[src/rtl/sobel_window_gen.sv]
// Streaming 3x3 neighbourhood generator: two line buffers feed a shifting 3x3 window,
// and one registered output slot hands each interior-pixel window downstream.
module sobel_window_gen #(
  parameter int DATA_W            = 8,
  parameter int IMAGE_ROW_SIZE    = 5,
  parameter int IMAGE_COLUMN_SIZE = 5,
  localparam int RW = $clog2(IMAGE_ROW_SIZE),
  localparam int CW = $clog2(IMAGE_COLUMN_SIZE)
) (
  input  logic                clk_i,
  input  logic                rst_i,
  input  logic [DATA_W-1:0]   pix_i,
  input  logic                pix_valid_i,
  output logic                pix_ready_o,
  output logic [9*DATA_W-1:0] win_o,
  output logic                win_valid_o,
  input  logic                win_ready_i,
  output logic [RW-1:0]       win_row_o,
  output logic [CW-1:0]       win_col_o,
  output logic                frame_done_o,
  output logic [1:0]          dbg_state_o
);

  // Handshakes (both ports): a transfer happens on a rising edge where valid && ready.
  // Valid is never withdrawn and its data never changes until the transfer occurs.
  typedef enum logic [1:0] {S_FILL = 2'd0, S_RUN = 2'd1, S_DRAIN = 2'd2} state_t;

  state_t              r_state;
  logic [RW-1:0]       r_row;
  logic [CW-1:0]       r_col;
  logic [DATA_W-1:0]   r_lb0 [IMAGE_COLUMN_SIZE];
  logic [DATA_W-1:0]   r_lb1 [IMAGE_COLUMN_SIZE];
  logic [9*DATA_W-1:0] r_win;
  logic [9*DATA_W-1:0] r_win_out;
  logic                r_win_valid;
  logic [RW-1:0]       r_win_row;
  logic [CW-1:0]       r_win_col;
  logic                r_done;

  logic                w_ready;
  logic                w_xfer;
  logic                w_out_hs;
  logic                w_col_last;
  logic                w_row_last;
  logic                w_emit;
  logic [DATA_W-1:0]   w_col_in [3];
  logic [9*DATA_W-1:0] w_win_next;

  assign w_ready    = !rst_i && (r_state != S_DRAIN) && (!r_win_valid || win_ready_i);
  assign w_xfer     = pix_valid_i && w_ready;
  assign w_out_hs   = r_win_valid && win_ready_i;
  assign w_col_last = (r_col == CW'(IMAGE_COLUMN_SIZE - 1));
  assign w_row_last = (r_row == RW'(IMAGE_ROW_SIZE - 1));
  assign w_emit     = w_xfer && (r_row >= RW'(2)) && (r_col >= CW'(2));

  // New right-hand column is rows r-2, r-1, r at the current column.
  always_comb begin
    w_col_in[0] = r_lb0[r_col];
    w_col_in[1] = r_lb1[r_col];
    w_col_in[2] = pix_i;
    w_win_next  = '0;
    for (int wr = 0; wr < 3; wr++) begin
      for (int wc = 0; wc < 3; wc++) begin
        if (wc < 2)
          w_win_next[(3*wr+wc)*DATA_W +: DATA_W] = r_win[(3*wr+wc+1)*DATA_W +: DATA_W];
        else
          w_win_next[(3*wr+wc)*DATA_W +: DATA_W] = w_col_in[wr];
      end
    end
  end

  always_ff @(posedge clk_i) begin
    if (w_xfer) begin
      r_lb0[r_col] <= r_lb1[r_col];
      r_lb1[r_col] <= pix_i;
    end
  end

  always_ff @(posedge clk_i) begin
    if (rst_i) begin
      r_state     <= S_FILL;
      r_row       <= '0;
      r_col       <= '0;
      r_win       <= '0;
      r_win_out   <= '0;
      r_win_valid <= 1'b0;
      r_win_row   <= '0;
      r_win_col   <= '0;
      r_done      <= 1'b0;
    end else begin
      r_done <= 1'b0;
      if (w_out_hs)
        r_win_valid <= 1'b0;
      if (w_xfer) begin
        r_win <= w_win_next;
        if (w_col_last) begin
          r_col <= '0;
          r_row <= w_row_last ? '0 : r_row + RW'(1);
        end else begin
          r_col <= r_col + CW'(1);
        end
      end
      // An emitting transfer overrides the clear above, keeping 1 window/cycle throughput.
      if (w_emit) begin
        r_win_valid <= 1'b1;
        r_win_out   <= w_win_next;
        r_win_row   <= r_row - RW'(1);
        r_win_col   <= r_col - CW'(1);
      end
      case (r_state)
        S_FILL:  if (w_xfer && (r_row == RW'(1)) && w_col_last) r_state <= S_RUN;
        S_RUN:   if (w_xfer && w_row_last && w_col_last) r_state <= S_DRAIN;
        S_DRAIN: if (w_out_hs) begin
                   r_state <= S_FILL;
                   r_done  <= 1'b1;
                 end
        default: r_state <= S_FILL;
      endcase
    end
  end

  assign pix_ready_o  = w_ready;
  assign win_o        = r_win_out;
  assign win_valid_o  = r_win_valid;
  assign win_row_o    = r_win_row;
  assign win_col_o    = r_win_col;
  assign frame_done_o = r_done;
  assign dbg_state_o  = r_state;

endmodule

[config.mk]
export PLATFORM = sky130hd
export DESIGN_NAME = sobel_window_gen
export DESIGN_NICKNAME = d
export VERILOG_FILES = /design/src/rtl/sobel_window_gen.sv
export SDC_FILE = /design/constraint.sdc
export NUM_CORES = 1
export LEC_CHECK = 0
export ABC_AREA = 1
export CAP_MARGIN = 40
export CORE_MARGIN = 4
export CORE_UTILIZATION = 60
export DETAILED_ROUTE_END_ITERATION = 8
export MAX_ROUTING_LAYER = met4
export PLACE_DENSITY = 0.93
export SLEW_MARGIN = 30
export SYNTH_ARGS = -nofsm -noshare
export SYNTH_HDL_FRONTEND = slang
export SYNTH_SLANG_ARGS = --single-unit
[constraint.sdc]
create_clock -name clk_i -period 8.3 [get_ports clk_i]
set_clock_uncertainty 0.2 [all_clocks]
set_input_delay 2.49 -clock clk_i [delete_from_list [all_inputs] [get_ports clk_i]]
set_output_delay 2.49 -clock clk_i [all_outputs]
set_load 0.05 [all_outputs]
* Word level (Yosys, flattened, before mapping)
Memories as Yosys holds them, arrays and structs flattened. A register that Yosys moved wholly into a read port is not among the register bits.
Cells that the tools add are included.
** Operators by class
- Add/subtract/negate cells :: 4
- $lt $le $gt $ge :: 2
- Equality and inequality tests :: 9
- Multiplexer cells :: 15
- Bitwise gates (word level) :: 1
- Reductions and logical operators :: 18
** Operators with widths (number)
- two-way mux 3 bit :: 6
- logical AND 1 bit :: 10
- != test 2 bit (second input constant) :: 4
- adder 3 x 1 -> 3 bit (second input constant) :: 2
- == test 3 bit (second input constant) :: 2
- >= comparator 3 x 2 -> 1 bit (second input constant) :: 2
- two-way mux 2 bit :: 3
- case mux 2 bit (3 select lines) :: 1
- subtractor 3 x 1 -> 3 bit (second input constant) :: 2
- two-way mux 1 bit :: 5
- == test 3 x 1 -> 1 bit (second input constant) :: 1
- AND reduction 3 bit :: 1
- == test 2 x 1 -> 1 bit (second input constant) :: 1
- == test 2 bit (second input constant) :: 1
- zero test 1 bit :: 2
- zero test 2 bit :: 1
- AND reduction 2 bit :: 1
- nonzero test 2 bit :: 1
- OR reduction 2 bit :: 1
- logical OR 1 bit :: 1
- inverter 1 bit :: 1
** Word-level totals
- Register bits :: 160
- RAM bits :: 80
- Input port bits :: 12
- Memories :: 2
** Memories
- r_lb0 :: depth 5, bits a word 8, rd ports 1, clocked after Yosys merged registers in 1, wr ports 1, RTL line 31 : logic [DATA_W-1:0] r_lb0 [IMAGE_COLUMN_SIZE];
- r_lb1 :: depth 5, bits a word 8, rd ports 1, clocked after Yosys merged registers in 1, wr ports 1, RTL line 32 : logic [DATA_W-1:0] r_lb1 [IMAGE_COLUMN_SIZE];

* Longest topological paths before layout
- Depth in word-level cells :: 8
- Depth in mapped cells :: 11

* Least setup slack after synthesis
No wires, ideal clock.
- Path kind :: input-to-output
- Start point :: in win_ready_i
- End point :: out pix_ready_o
- Arrival time :: 3337 ps
- Data required time :: 5610 ps
- Slack :: 2273 ps
- Stages :: 4
- Buffers on the path :: 0
- Path through :: inv_1 -> nand2_1 -> inv_1 -> nor2_1
** On the way
- Cells in the longest elaborated chain, start to end :: 2
** Ends and longest elaborated chain
- start: declaration :: RTL line 17 : input logic win_ready_i,
- logical OR 1 bit :: RTL line 49 : assign w_ready = !rst_i && (r_state != S_DRAIN) && (!r_win_valid || win_ready_i);
- logical AND 1 bit :: RTL line 49
- end: declaration :: RTL line 14 : output logic pix_ready_o,
Every way passes these cells.

* Worst setup path after layout
Same ends and word-level chain as after synthesis.

==> metrics.yaml <==
rsz0062_at_grt: "false"
netlist_area_mm2: 0.00835
leakage_nw: 4.35
ios: 95
cap_viol_max_count: 0
min_path_type: "register to register"
slew_headroom_pct: 50.3
hpwlAfterDp_um: 12200
vdd_drop_max_mv: 0.130
insertion_delay_ns: 0.50
syn_avg_cell_area_um2: 8.82
endpoint_kind: "output port"
grt_first_pass_wirelength_um: 33100
core_mm2: 0.0135
max_freq_mhz: 158
seq_area_mm2: 0.00518
antenna_found_initial: 0
ys_seq_elements: 219
yosysSeqAreaShare_pct: 62.1
critPathRequiredTime_ns: 5.61
rows: 42
wl_per_cell_um: 17.2
htreeDepth: 1
power.total_mw: 2.25
switching_share_pct: 22.1
fin_nets: 1043
tightest_slew_ns: 0.743
numCtsBuffers: 21
first_pass_iters: 8
first_global_vias: 6605
pwr-share-clk_pct: 43.0
vias_per_cell: 5.66
antenna_left: 0
worstPathMaxFanout: 4
layout_common_cells: "nor2_1, nand2_1, dfxtp_1, o21ai_0, clkdlybuf4s50_1"
layout_commonest_cell: "nor2_1"
hold_violations: 0
cts_tree: "built"
instances_no_fill: 1213
status: "finished clean"
drive_gt1_share_pct: 6.36
setup_viol: 0
arrival_ns: 3.62
critPathKind: "input port to output port"
crit_path_start_kind: "input port"
die_w_um: 126
place_inst: 1175
cts_hold_buf: 0
grt_use_total_pct: 26.1
die_h_um: 126
clkTransAtPathRegs_ns: 0.07
clkSinkCount: 219
drcViolationCount: 0
num_vias: 6864
antennaDiodeCount: 0
n_fill_cell: 834
drv_slew: 0
combPwrFrac_pct: 5.6
initial_core_util_pct: 62.1
period_share_pct: 76.0
tns_ns: 0
cts_setup_buffers: 0
synth_cell_type_count: 23
p_int_mw: 1.75
gp_congestion: 0.917
period_minus_slack_ns: 6.31
yosys_warnings: 0
seqPwrFrac_pct: 51.4
power_density_mw_per_mm2: 223
cts_resized: 0
netlist_instances: 947
drt_iter0_markers: 753
die_area_mm2: 0.0159
multi_input_area_mm2: 0.00265
cts_max_path_buffers: 3
port_buffers: 94
overflow: 0
p_sw_uw: 499
clockRootBuffer: "clkbuf_16"
area_delta_synth_final_pct: 21.2
grt_max_degree: 90
syn_nets: 968
routed_wl_um: 20800
[layer usage]
metal | wire, um | GRT usage [%]
met5 | 0 | -
met4 | 884 | 10.7
met3 | 1700 | 3.47
met2 | 10400 | 43.8
met1 | 7830 | 32.2
[power by group through the flow]
| stage | Clock (mW) | Sequential (mW) | Combinational [mW] |
|---|---|---|---|
| after CTS | 0.972 | 1.16 | 0.124 |
| after global routing | 1.01 | 1.16 | 0.139 |
| after global placement | 0 | 1.18 | 0.111 |
| final | 0.969 | 1.16 | 0.127 |
| after detailed placement | 0 | 1.18 | 0.120 |
| after floorplan | 0 | 1.17 | 0.0796 |
[final timing paths]
kind                            slack (ns)  cells past startpoint           to           start
worst max register to register        5.46                      8    win_o[39]  dbg_state_o[0]
worst min register to register        0.29                      2    r_win[63]       r_win[63]
worst min-delay path                  0.29                      2    r_win[63]       r_win[63]
worst max-delay path                  1.99                      6  pix_ready_o     win_ready_i
[flip-flops by register name, indices dropped and copies added, names as in the netlist, named ones only]
signal	flops
r_lb1	40
r_win	48
win_o	72
win_row_o	3
r_lb0	40
r_row	3
dbg_state_o	2
r_col	3
frame_done_o	1
win_col_o	3
win_valid_o	1
[layout make-up]
cell class / instances / area share [%]
clock buffer: 30 / 6.06
clock inverter: 8 / 0.927
inverter: 73 / 2.71
multi-input combinational: 600 / 26.2
sequential: 219 / 51.2
tap: 176 / 2.18
timing repair buffer: 107 / 10.7
[Yosys cell counts]
cell | count | area (um2)
a21oi_1 | 16 | 80.1
buf_1 | 3 | 11.3
buf_2 | 19 | 95.1
buf_4 | 2 | 15.0
buf_6 | 2 | 22.5
clkbuf_1 | 22 | 82.6
clkbuf_2 | 7 | 35.0
dfxtp_1 | 139 | 2780
edfxtp_1 | 80 | 2400
ha_1 | 9 | 113
inv_1 | 71 | 267
inv_2 | 2 | 7.51
nand2_1 | 144 | 541
nand2_2 | 1 | 6.26
nand3_1 | 36 | 180
nand4_1 | 4 | 25.0
nor2_1 | 245 | 920
nor2_4 | 2 | 22.5
nor3_1 | 5 | 25.0
o21ai_0 | 126 | 631
o21ai_2 | 1 | 8.76
or2_2 | 8 | 50.1
xor2_1 | 3 | 26.3
[cells by family after synthesis]
| group | share of synthesized area (%) |
|---|---|
| XOR/XNOR | 0.315 |
| AO/OA/AOI/OAI | 8.62 |
| buffers and inverters | 6.41 |
| adder cells (fa/ha/maj) | 1.35 |
| AND/OR/NAND/NOR | 21.2 |
| flip-flops | 62.1 |
[critical path, cell delays in order]
cell             delay [ns]
clkdlybuf4s50_1        0.48
inv_1                  0.04
nand2_1                0.12
inv_1                  0.06
nor2_1                 0.19
buf_4                  0.24
[metrics by stage]
stage / area, um2 / hold slack, ns / worst slack (ns) / util, %
2_1_floorplan: 8350 / 0.255 / 2.27 / -
3_3_place_gp: 9340 / 0.266 / 1.97 / 69.4
3_5_place_dp: 9410 / 0.272 / 1.99 / 70.0
4_1_cts: 10100 / 0.289 / 2.00 / 75.2
5_1_grt: 10100 / 0.319 / 1.93 / 75.2
6_report: 10100 / 0.287 / 1.99 / 75.2
(Power assumes the default switching activity.)
==> edit (config.mk and constraints unchanged) <==
Register the output `dbg_state_o` once more, with the module's reset; this adds one clock of latency there. The other outputs are not delayed to match.
--- a/src/rtl/sobel_window_gen.sv
+++ b/src/rtl/sobel_window_gen.sv
@@ -127,3 +127,9 @@
   assign frame_done_o = r_done;
-  assign dbg_state_o  = r_state;
+  always_ff @(posedge clk_i) begin
+    if (rst_i) begin
+      dbg_state_o <= '0;
+    end else begin
+      dbg_state_o <= r_state;
+    end
+  end
 
Check against the original RTL: no difference found for any inputs over 10 cycles, from zero or initial values and one cycle with rst_i high; that may be too few to reach the edited logic, so the function may still have changed.
==> edit against the original RTL <==
Core utilization is 0.61 points higher. Total power is 3.6% higher. Maximum frequency is 9.1% lower. Highest routed layer unchanged. Combinational power is 4% lower. Synthesized area is 0.25% lower. Sequential cell count is 2 higher. Largest power group unchanged. Synthesized cell count is 1.6% lower. Via count is 2.0% lower. Setup slack worse by 0.63 ns. Final area is 0.42% higher. Count of clock-buffer cells in the layout stayed put. Wire length is 0.70% lower.
==> edit: results (changes against the original RTL) <==
Syn Nets=953 (was 968); DP Area=9382 um^2 (was 9412 um^2); GRT Total Usage=0.2617 (was 0.2615); FFs & Latches=221 (was 219); Slowest-stage cell, CP=clkdlybuf4s50_1 (unchanged); routability cong.=0.8161 (was 0.9174); bufs w/o clock=107 (unchanged); Clock Latency Late Sink=0.49 ns; CP max stage delay=0.80 ns (was 0.48 ns); DR WL/cell=17.20 um (was 17.15 um); vias in the first global route=6806 (was 6605); Layout clock buffers=30 (unchanged); Mean Syn Cell Area=8.934 um^2 (was 8.815 um^2); dpl ws=1.353 ns (was 1.991 ns); multi-input gates=605 (was 600); synth top area cells=dfxtp_1 34%, edfxtp_1 29%, nor2_1 12% (was dfxtp_1 33%, edfxtp_1 29%, nor2_1 11%); pin count of the biggest net entering global routing=88 (was 90); critical-path maximum fanout=9 (was 4); layout cells sized above 1=0.06146 (was 0.06365); CP arrival=4.25 ns (was 3.62 ns); Synth Warn #=0 (unchanged); Num CTS Buffers=22 (was 21); CTS max path bufs=3 (unchanged); NumNets Final=1030 (was 1043); status=finished, final reports clean (unchanged); leakage power=4.225 nW (was 4.346 nW); DRT Pass-1 Iters=5 (was 8); Clock buf/inv share=0.07671 (was 0.06986); fillers=782 (was 834); Reg clk slew, reported paths=0.06 ns; sequential area share after synthesis=0.6275 (was 0.6211); IO buf count=94 (unchanged); via count=6725 (was 6864); Slew headroom=0.4976 (was 0.5029); initial antenna violation count=0 (unchanged); postcts setup bufs=0 (unchanged); first-pass GRT wire length=33200 um (was 33140 um); Max IR drop VDD=0.0001465 V (was 0.0001304 V); sequential share of cell area=0.5142 (was 0.5124); DPL Wire Length=12020 um (was 12230 um); Non-clock buffer share=0.1064 (was 0.1071); fraction of area in multi-input gates=0.2615 (was 0.2618); Yosys cell types=25 (was 23); DRT iter0 DRCs=713 (was 753); most common library cells after synthesis=272 x nor2_1, 142 x o21ai_0, 141 x dfxtp_1, 137 x nand2_1, 80 x edfxtp_1 (was 245 x nor2_1, 144 x nand2_1, 139 x dfxtp_1, 126 x o21ai_0, 80 x edfxtp_1); area of the multi-input gates=2658 um^2 (was 2649 um^2); Worst Hold Class=flop to flop (unchanged); fin cells=1201 (was 1213); non-clock inverter count=52 (was 73)
edit: cell count changes after synthesis, moves of 7 or more:
cell,before,now
nor2_1,245,272
inv_1,71,49
o21ai_0,126,142
nand3_1,36,23
a21oi_1,16,7
or2_2,8,0
clkbuf_2,7,0
nand2_1,144,137
edit: layer usage:
metal | part of all wire | wire [um] | global-route usage | vias to the layer above
met5 | 0 | 0 | - | -
met4 | 0.032 | 656 | 0.1035 | 0
met3 | 0.079 | 1636 | 0.05292 | 67
met2 | 0.51 | 10550 | 0.4534 | 330
met1 | 0.38 | 7818 | 0.2994 | 3186
li1 | - | - | - | 3142
edit: final timing paths:
check	start	end	slack [ns]	cells after the start
worst max-delay path	rst_i	pix_ready_o	1.36	5
worst min-delay path	r_win[12]$_SDFFE_PP0P_	r_win[12]$_SDFFE_PP0P_	0.28	2
worst max register to register	r_state[0]$_SDFFE_PP0P_	r_lb1[4][2]$_DFFE_PP_	5.44	8
worst min register to register	r_win[12]$_SDFFE_PP0P_	r_win[12]$_SDFFE_PP0P_	0.28	2
edit: critical path, delay by kind of cell:
kind | cells | cell delay [ns]
buf+inv | 4 | 1.62
simple gates | 1 | 0.14
edit: power breakdown:
part / leakage [nW] / internal, mW / switching, mW
sequential: 1.87 / 1.15 / 0.0163
clock: 0.385 / 0.645 / 0.401
combinational: 1.97 / 0.0359 / 0.0861
edit: cells by family after synthesis:
group	count (synthesis)	share of synthesized area
XOR/XNOR	3	0.003156
adder cells (fa/ha/maj)	9	0.01352
flip-flops	221	0.6275
buffers and inverters	106	0.05575
AO/OA/AOI/OAI	152	0.09256
AND/OR/NAND/NOR	441	0.2075
